### config.mk
export PLATFORM = sky130hd
export DESIGN_NAME = instruction_fetch_flat
export DESIGN_NICKNAME = d
export VERILOG_FILES = /design/src/rtl/cpu_pkg.sv /design/src/rtl/instruction_fetch_if.sv /design/src/rtl/fetch_queue.sv /design/src/rtl/instruction_fetch.sv /design/src/flat_wrapper.sv
export SDC_FILE = /design/constraint.sdc
export NUM_CORES = 1
export LEC_CHECK = 0
export CAP_MARGIN = 10
export CORE_MARGIN = 5
export CORE_UTILIZATION = 45
export DETAILED_ROUTE_END_ITERATION = 6
export PLACE_DENSITY = 0.7
export SETUP_SLACK_MARGIN = 0.4
export SYNTH_ARGS = -nofsm -noshare
export SYNTH_HDL_FRONTEND = slang
export SYNTH_HIERARCHICAL = 1
export SYNTH_SLANG_ARGS = --single-unit
### constraint.sdc
create_clock -name clock -period 7 [get_ports clock]
set_clock_uncertainty 0.2 [all_clocks]
set_input_delay 1.4 -clock clock [delete_from_list [all_inputs] [get_ports clock]]
set_output_delay 1.4 -clock clock [all_outputs]
set_load 0.03 [all_outputs]
### src/rtl/cpu_pkg.sv
// Shared processor constants: instruction width and opcode field layout
// used by fetch and decode.
package cpu_pkg;

  localparam int unsigned INSTR_WIDTH = 20;
  localparam int unsigned OPC_MSB     = 19;
  localparam int unsigned OPC_LSB     = 16;

  typedef logic [OPC_MSB-OPC_LSB:0] opcode_t;

  localparam opcode_t OPC_STORE = 4'b1100;
  localparam opcode_t OPC_HALT  = 4'b1111;

  function automatic logic is_halt(input opcode_t opcode);
    return opcode == OPC_HALT;
  endfunction

endpackage

### src/rtl/instruction_fetch_if.sv
// Fetch-stage bus: instruction-memory read port, decode-side handshake and
// branch redirect, grouped for the fetch stage (master) and its environment.
interface instruction_fetch_if #(
  parameter int unsigned ADDR_WIDTH  = 8,
  parameter int unsigned INSTR_WIDTH = cpu_pkg::INSTR_WIDTH
);

  logic                   imem_req;
  logic [ADDR_WIDTH-1:0]  imem_addr;
  logic [INSTR_WIDTH-1:0] imem_rdata;
  logic                   stall;
  logic                   redirect;
  logic [ADDR_WIDTH-1:0]  redirect_pc;
  logic [INSTR_WIDTH-1:0] instruction;
  logic                   instr_valid;
  logic [ADDR_WIDTH-1:0]  instr_pc;
  logic                   halted;

  modport master (
    output imem_req, imem_addr, instruction, instr_valid, instr_pc, halted,
    input  imem_rdata, stall, redirect, redirect_pc
  );

  modport slave (
    input  imem_req, imem_addr, instruction, instr_valid, instr_pc, halted,
    output imem_rdata, stall, redirect, redirect_pc
  );

endinterface

### src/rtl/fetch_queue.sv
// Two-entry FIFO holding fetched {instruction, pc}; slot0 is always the head
// so the output comes straight from a register. Flush overrides push/pop.
module fetch_queue #(
  parameter int unsigned WIDTH = 28
) (
  input  logic             clock,
  input  logic             reset,
  input  logic             push,
  input  logic             pop,
  input  logic             flush,
  input  logic [WIDTH-1:0] data,
  output logic [WIDTH-1:0] head,
  output logic [1:0]       count
);

  logic [WIDTH-1:0] slot0;
  logic [WIDTH-1:0] slot1;
  logic             do_pop;

  assign head   = slot0;
  assign do_pop = pop && (count != 2'd0);

  always_ff @(posedge clock or posedge reset) begin
    if (reset) begin
      slot0 <= '0;
      slot1 <= '0;
      count <= '0;
    end else if (flush) begin
      count <= '0;
    end else begin
      unique case ({push, do_pop})
        2'b10: begin
          if (count == 2'd0) slot0 <= data;
          else               slot1 <= data;
          count <= count + 2'd1;
        end
        2'b01: begin
          slot0 <= slot1;
          count <= count - 2'd1;
        end
        // simultaneous push/pop: the new word lands behind whatever survives
        2'b11: begin
          if (count == 2'd2) begin
            slot0 <= slot1;
            slot1 <= data;
          end else begin
            slot0 <= data;
          end
        end
        default: ;
      endcase
    end
  end

endmodule

### src/rtl/instruction_fetch.sv
// Fetch stage: PC generation, credit-limited requests to a 1-cycle
// instruction memory, 2-entry buffering toward decode, redirect and HALT.
module instruction_fetch #(
  parameter int unsigned          ADDR_WIDTH  = 8,
  parameter int unsigned          INSTR_WIDTH = cpu_pkg::INSTR_WIDTH,
  parameter logic [ADDR_WIDTH-1:0] RESET_PC   = '0
) (
  input  logic                 clock,
  input  logic                 reset,
  instruction_fetch_if.master  bus
);

  import cpu_pkg::*;

  localparam int unsigned QW = INSTR_WIDTH + ADDR_WIDTH;

  logic [ADDR_WIDTH-1:0] pc;
  logic [ADDR_WIDTH-1:0] inflight_pc;
  logic                  inflight;
  logic                  halted;
  logic [1:0]            count;
  logic [QW-1:0]         head;
  logic                  pop;
  logic                  push;
  logic                  issue;
  logic                  halt_seen;
  logic [2:0]            occupancy;

  // Queue slots plus the outstanding request never exceed two, so a
  // response always has room when it lands.
  always_comb begin
    pop       = bus.instr_valid && !bus.stall;
    push      = inflight && !bus.redirect && !halted;
    halt_seen = push && is_halt(bus.imem_rdata[OPC_MSB:OPC_LSB]);
    occupancy = {1'b0, count} + {2'b0, inflight} - {2'b0, pop};
    issue     = !halted && (occupancy < 3'd2);
  end

  assign bus.imem_req    = !reset && (bus.redirect || issue);
  assign bus.imem_addr   = bus.redirect ? bus.redirect_pc : pc;
  assign bus.instr_valid = (count != 2'd0);
  assign bus.instruction = head[QW-1:ADDR_WIDTH];
  assign bus.instr_pc    = head[ADDR_WIDTH-1:0];
  assign bus.halted      = halted;

  always_ff @(posedge clock or posedge reset) begin
    if (reset) begin
      pc          <= RESET_PC;
      inflight_pc <= '0;
      inflight    <= 1'b0;
      halted      <= 1'b0;
    end else if (bus.redirect) begin
      pc          <= bus.redirect_pc + ADDR_WIDTH'(1);
      inflight_pc <= bus.redirect_pc;
      inflight    <= 1'b1;
      halted      <= 1'b0;
    end else begin
      if (issue) begin
        inflight_pc <= pc;
        pc          <= pc + ADDR_WIDTH'(1);
        inflight    <= 1'b1;
      end else begin
        inflight    <= 1'b0;
      end
      if (halt_seen) halted <= 1'b1;
    end
  end

  fetch_queue #(
    .WIDTH (QW)
  ) queue (
    .clock (clock),
    .reset (reset),
    .push  (push),
    .pop   (pop),
    .flush (bus.redirect),
    .data  ({bus.imem_rdata, inflight_pc}),
    .head  (head),
    .count (count)
  );

  credit_bound: assert property (@(posedge clock) disable iff (reset)
    ({1'b0, count} + {2'b0, inflight}) <= 3'd2);

endmodule

### src/flat_wrapper.sv
// flat-port wrapper written by rule: the top's interface ports become plain ports
module instruction_fetch_flat import cpu_pkg::*;
#(
  parameter int unsigned          ADDR_WIDTH  = 8,
  parameter int unsigned          INSTR_WIDTH = cpu_pkg::INSTR_WIDTH,
  parameter logic [ADDR_WIDTH-1:0] RESET_PC   = '0
)
  (clock, reset, bus_imem_req, bus_imem_addr, bus_instruction, bus_instr_valid, bus_instr_pc, bus_halted, bus_imem_rdata, bus_stall, bus_redirect, bus_redirect_pc);
  instruction_fetch_if #(.ADDR_WIDTH(ADDR_WIDTH), .INSTR_WIDTH(INSTR_WIDTH)) bus_i ();
  input  logic clock;
  input  logic reset;
  output wire logic [$bits(bus_i.imem_req)-1:0] bus_imem_req;
  output wire logic [$bits(bus_i.imem_addr)-1:0] bus_imem_addr;
  output wire logic [$bits(bus_i.instruction)-1:0] bus_instruction;
  output wire logic [$bits(bus_i.instr_valid)-1:0] bus_instr_valid;
  output wire logic [$bits(bus_i.instr_pc)-1:0] bus_instr_pc;
  output wire logic [$bits(bus_i.halted)-1:0] bus_halted;
  input wire logic [$bits(bus_i.imem_rdata)-1:0] bus_imem_rdata;
  input wire logic [$bits(bus_i.stall)-1:0] bus_stall;
  input wire logic [$bits(bus_i.redirect)-1:0] bus_redirect;
  input wire logic [$bits(bus_i.redirect_pc)-1:0] bus_redirect_pc;
  assign bus_imem_req = bus_i.imem_req;
  assign bus_imem_addr = bus_i.imem_addr;
  assign bus_instruction = bus_i.instruction;
  assign bus_instr_valid = bus_i.instr_valid;
  assign bus_instr_pc = bus_i.instr_pc;
  assign bus_halted = bus_i.halted;
  assign bus_i.imem_rdata = bus_imem_rdata;
  assign bus_i.stall = bus_stall;
  assign bus_i.redirect = bus_redirect;
  assign bus_i.redirect_pc = bus_redirect_pc;
  instruction_fetch #(.ADDR_WIDTH(ADDR_WIDTH), .INSTR_WIDTH(INSTR_WIDTH), .RESET_PC(RESET_PC)) u_core (.clock(clock), .reset(reset), .bus(bus_i));
endmodule
Word level (Yosys, flattened, before mapping):

Cells that the tools add are included.

* bits in registers: 76
* input bits: 32
* output and inout port bits: 39
* logic and storage cells: 61

* add/sub/neg operators: 6
* $lt $le $gt $ge: 1
* equality and inequality tests: 8
* mux-type cells: 17
* bitwise gates (word level): 1
* reductions and logical operators: 21

Operators by type and width (count)
* 28-bit two-way mux: 4
* 28-bit case mux with 3 select lines: 1
* 28-bit case mux with 2 select lines: 1
* 8-bit two-way mux: 5
* 8-bit by 1-bit adder with 8-bit output, second input constant: 2
* 2-bit nonzero test: 4
* 1-bit logical AND: 7
* 2-bit == test, second input constant: 3
* 2-bit inequality test, second input constant: 3
* 3-bit nonzero test: 2
* 4-bit == test, second input constant: 1
* 1-bit zero test: 4
* 1-bit two-way mux: 4
* 2-bit case mux with 2 select lines: 1
* 4-bit AND reduction: 1
* 2-bit by 1-bit adder with 3-bit output: 1
* 3-bit by 2-bit < comparator with 1-bit output, second input constant: 1
* 3-bit AND reduction: 1
* 3-bit by 1-bit subtractor with 3-bit output: 1
* 2-bit by 1-bit adder with 2-bit output, second input constant: 1
* 2-bit by 1-bit == test with 1-bit output, second input constant: 1
* 2-bit zero test: 1
* 2-bit two-way mux: 1
* 2-bit by 1-bit subtractor with 2-bit output, second input constant: 1
* other kinds (2): 2

Logic depth before layout (Yosys ltp):

* depth in word-level cells: 7
* gate-level depth with buffers: 11
* mapped depth without buffers: 10

Cells and area by module:

Netlist, hierarchy kept.

By module, submodules not included
* fetch_queue: instances 1, cells an instance 245, area each 2806.4 µm², sequential area each 1451.4 µm²
* instruction_fetch: instances 1, cells an instance 106, area each 1049.8 µm², sequential area each 450.4 µm²

Worst setup path after synthesis:

No wires, ideal clock.

* path type: in2out
* from: in bus_stall
* to: out bus_imem_req
* arrival: 3.395 ns
* data required time: 5.400 ns
* path slack: 2.005 ns
* cell stages on the path: 8
* buffers on the path: 1
* cell sequence: nor2b_1 -> ha_1 -> nand2b_1 -> fa_1 -> xnor2_1 -> a31oi_2 -> buf_2 -> nor2_1

* longest elaborated chain between the ends: 7

Ends and longest elaborated chain
* from (decl): line flat_wrapper.sv:19 `input wire logic [$bits(bus_i.stall)-1:0] bus_stall;`
* 1-bit zero test: line instruction_fetch.sv:32 `pop = bus.instr_valid && !bus.stall;`
* 1-bit logical AND: line instruction_fetch.sv:32
* 3-bit by 1-bit subtractor with 3-bit output: line instruction_fetch.sv:35 `occupancy = {1'b0, count} + {2'b0, inflight} - {2'b0, pop};`
* 3-bit by 2-bit < comparator with 1-bit output: line instruction_fetch.sv:36 `issue = !halted && (occupancy < 3'd2);`
* 1-bit logical AND: line instruction_fetch.sv:36
* 1-bit logical OR: line instruction_fetch.sv:39 `assign bus.imem_req = !reset && (bus.redirect || issue);`
* 1-bit logical AND: line instruction_fetch.sv:39
* to (decl): line flat_wrapper.sv:12 `output wire logic [$bits(bus_i.imem_req)-1:0] bus_imem_req;`

Every way passes these cells.

Final worst setup path:

* from: in bus_stall
* to: out bus_imem_req

* longest elaborated chain between the ends: 7

Ends and longest elaborated chain
* 1-bit zero test: line instruction_fetch.sv:32
* 1-bit logical AND: line instruction_fetch.sv:32
* named net u_core.pop: line instruction_fetch.sv:23 `logic pop;`
* 3-bit by 1-bit subtractor with 3-bit output: line instruction_fetch.sv:35
* 3-bit by 2-bit < comparator with 1-bit output: line instruction_fetch.sv:36
* 1-bit logical AND: line instruction_fetch.sv:36
* 1-bit logical OR: line instruction_fetch.sv:39
* 1-bit logical AND: line instruction_fetch.sv:39

The timed path passes the listed nets, and every way through them passes these cells.

==> reports/summary.md <==
The via count normalized by instance count was 5.84. After clock tree synthesis, the flow added hold-fix buffers numbering 0. The number of antenna violations at the first check in global routing was 0. For the placed standard-cell area, the log shows 4560 um2. The worst register-to-register path has a depth of 11.

For the pin with the worst max-slew slack, the measured transition is 1.12 ns. The flip-flop cell with the highest count after synthesis was sky130_fd_sc_hd__dfrtp_1. The total area inside the core boundary comes to 8300 um2.

In this run the critical register-to-register path is launched from u_core/queue/count[1]. The largest single stage delay on the critical path is 0.67 ns. Of the total synthesized cell area, the portion taken by XOR and XNOR cells is 1.36%.

The die extent in y was 103 um. Traced cell by cell, the critical path runs through clkdlybuf4s50_1 > nor2b_1 > ha_1 > nand2b_1 > fa_1 > xnor2_1 > a31oi_2 > buf_4 > nor2_1 > clkdlybuf4s50_1. The total setup buffers inserted after CTS is 0, and the detailed-route wire length is 9380 um. The HPWL after detailed placement is 5770 um. The number of maximum-capacitance constraint violations was 0; the critical path data arrival time was 4.28 ns. Yosys printed 6 warnings. The kind of end point of the critical path was an output pin.

Detailed routing inserted a total of 3021 vias. Measured along the x axis, the die boundary spans 103 um. The synthesized netlist occupies a cell area of 3860 um2.

The number of library cell types mapped by synthesis was 47; the first-pass detailed-route iteration total was 5. The arithmetic-cell share of the synthesized area counting full adders, half adders and majority gates works out to 1.17%. Clock tree synthesis inserted a total of 9 buffers. The count of endpoints failing hold in the final timing report is 0. The maximum VDD drop came out at 0.191 mV. Share of flip-flops with an asynchronous set or reset after synthesis: 100%.

The flow ran to the end, and the final reports show no timing, DRC or antenna violations. Final worst-path cycle share: 84.0%. TritonCTS built the clock tree.

The logs give 443 for the net count reported at finish and 46.5% for the initial cell density of the core. Class of the most critical hold timing path: flip-flop to flip-flop. The slack of the critical path was 1.12 ns; the count of final max-slew check failures was 0. The run gives 0 as the remaining global-route overflow. The run gives 170 MHz as the maximum clock frequency.

Of all nets on the critical path, the largest fanout is 14. The synthesized netlist devotes 10.8% of its cell area to simple gates. After synthesis the netlist holds a flip-flop and latch count of 76. The maximum root-to-sink buffer count came out at 2. The tools report the via count of the first global-routing pass as 2978. The critical path is of the input port to output pin type. Before CTS, the worst setup slack after placement is 1.12 ns. The first global-routing pass estimated 15500 um of wire. The first routing iteration left 235 violations. Clock-pin slew was measured on the worst setup and hold paths at 0.07 ns. Power per cell area: 435 nW/um2. For the last weighted congestion value of the routability-driven placer, the log shows 0.816.

Across all hold checks on the routed design, the worst slack comes to 0.288 ns. In this run the worst setup path begins at bus_stall. Counting every instance in the synthesized netlist gives 351.

The number of enable flip-flop cells after synthesis came out at 0. The remaining antenna violation count was 0; the antenna diode instance count was 0. The smallest clock period supported by the final layout is computed as 5.88 ns. The top-level port count was 71; the post-detailed-route DRC marker count was 0.

Headroom to the max-slew limit came out at 25.1%. CTS placed an instance of sky130_fd_sc_hd__clkbuf_8 at the clock tree root. For this run, the share of the core covered by cells in the final layout is 57.6%. Compared with the post-synthesis result, the final layout area differs by 24.0%. CTS saw 76 sinks. The floorplan step defined a die boundary enclosing 10500 um2. The share of the Yosys chip area taken by registers is 49.3%. For the worst-skew pair, the clock arrives at the later sink with an insertion delay of 0.34 ns.

The worst register-to-register path has a setup slack of 3.66 ns. The synthesized net count came out at 386. The worst hold path begins at u_core/pc[5].

The terminus of the critical flop-to-flop path was u_core/pc[7]. The H-tree was split into 3 levels. The synthesized area per cell was 11.0 um2. In the synthesized netlist, mux cells make up 12.8% of the area.

The fraction of final layout cells with drive strength greater than 1 is 16.5%. Summed over all cells, the static leakage comes to 1.96 nW. For the worst setup path, the data required time is 5.40 ns. Summing the areas of all compound-gate instances in the mapped netlist gives 18.5% of the synthesized area. Count of input and output buffers: 70. The logs give 0 for the final setup violation count and 0 ns for the total negative slack. In the final routed layout, each cell accounts on average for 18.1 um. The slowest stage of the critical path belongs to the cell sky130_fd_sc_hd__clkdlybuf4s50_1. STA classifies the critical path startpoint as an input port.

After routing the design area is 4780 um2. The dominant combinational cell family by area after synthesis was compound AO/OA/AOI/OAI gates. The number of standard-cell rows in the floorplan is 33, and the number of cells upsized or downsized after cts is 0. The termination of the worst setup path was bus_imem_req. The dominant cell type by count on the critical path was sky130_fd_sc_hd__clkdlybuf4s50_1. Global routing used 18.8% of the available tracks.

For the largest net degree at the start of global routing, the log shows 59. Setup repair after global routing left no endpoint under its margin.
## per-layer routing
layer | share of wire [%] | track usage [%] | vias up
li1 | - | - | 1405
met1 | 46 | 27.9 | 1489
met2 | 46 | 27.6 | 115
met3 | 6.6 | 3.25 | 12
met4 | 1.6 | 7.27 | 0
met5 | 0 | 0 | -
## power breakdown
group          total (mW)  internal, mW  switching (mW)
sequential          0.790         0.648           0.142
clock               0.375         0.218           0.157
combinational       0.914         0.414           0.500
total                2.08          1.28           0.800
## logic make-up (layout without fill, tap and decap cells)
kind of cell	after synthesis	after routing
muxes	36	36
DFF	76	76
xor gates and xnor gates	6	6
and+or+nand+nor	79	79
AOI/OAI and AO/OA	110	110
buffers and inverters	41	102
adders and majority gates	3	3
## cell usage in the layout (no fill, tap or decap), drive strengths merged, types with 3 or more instances in the layout
master	instances
o21ai	32
a21o	3
a211oi	29
mux2	33
mux2i	3
nand2	7
clkdlybuf4s50	70
a31oi	29
nand3	31
dfrtp	76
buf	7
inv	10
nor2	23
clkbuf	11
a21oi	10
xnor2	6
## registers in the layout (all words and copies together) (netlist names)
signal              count
u_core/bus.halted       1
u_core/queue/slot1     28
u_core/inflight_pc      8
u_core/pc               8
u_core/inflight         1
u_core/queue/head      28
u_core/queue/count      2
## synth_stat cells, drive strengths merged (3+ instances only)
| cell | count | area [um2] |
|---|---|---|
| dfrtp | 76 | 1900 |
| mux2 | 33 | 450 |
| o21ai | 32 | 164 |
| nand3 | 31 | 155 |
| a211oi | 29 | 223 |
| a31oi | 29 | 188 |
| buf | 25 | 168 |
| nor2 | 23 | 86.3 |
| a21oi | 10 | 50.1 |
| inv | 10 | 37.5 |
| nand2 | 7 | 26.3 |
| clkbuf | 6 | 26.3 |
| xnor2 | 6 | 52.6 |
| a21o | 3 | 22.5 |
| mux2i | 3 | 42.5 |
## stage by stage
| step | instances | total power [mW] |
|---|---|---|
| 6_report | 517 | 2.08 |
| 5_1_grt | 517 | 2.21 |
| 4_1_cts | 517 | 2.09 |
| 3_5_place_dp | 502 | 1.71 |
| 3_3_place_gp | 502 | 1.69 |
| 2_1_floorplan | 351 | 1.39 |
## layout make-up
class | count | area [um2]
fill | 705 | 3520
sequential | 76 | 1900
multi-input combinational | 234 | 1730
timing repair buffer | 77 | 753
clock buffer | 11 | 151
tap | 105 | 131
clock inverter | 4 | 72.6
inverter | 10 | 37.5
## critical path: cells and delay by family
| family | cells | cell delay, ns |
|---|---|---|
| buffers and inverters | 3 | 1.31 |
| adders and majority gates | 2 | 0.69 |
| and+or+nand+nor | 3 | 0.61 |
| xor gates and xnor gates | 1 | 0.17 |
| AOI/OAI and AO/OA | 1 | 0.10 |
## worst min-delay path by stage
stage                             endpoint  slack (ns)  cells past startpoint
detailed placement            u_core/pc[5]        0.27                      2
global placement              u_core/pc[5]        0.28                      2
global route        u_core/queue/slot1[25]        0.32                      1
finish                        u_core/pc[5]        0.29                      2
CTS                           u_core/pc[5]        0.29                      2
floorplan                     u_core/pc[5]        0.25                      2
Note: power is estimated with default switching activity, not from simulation.
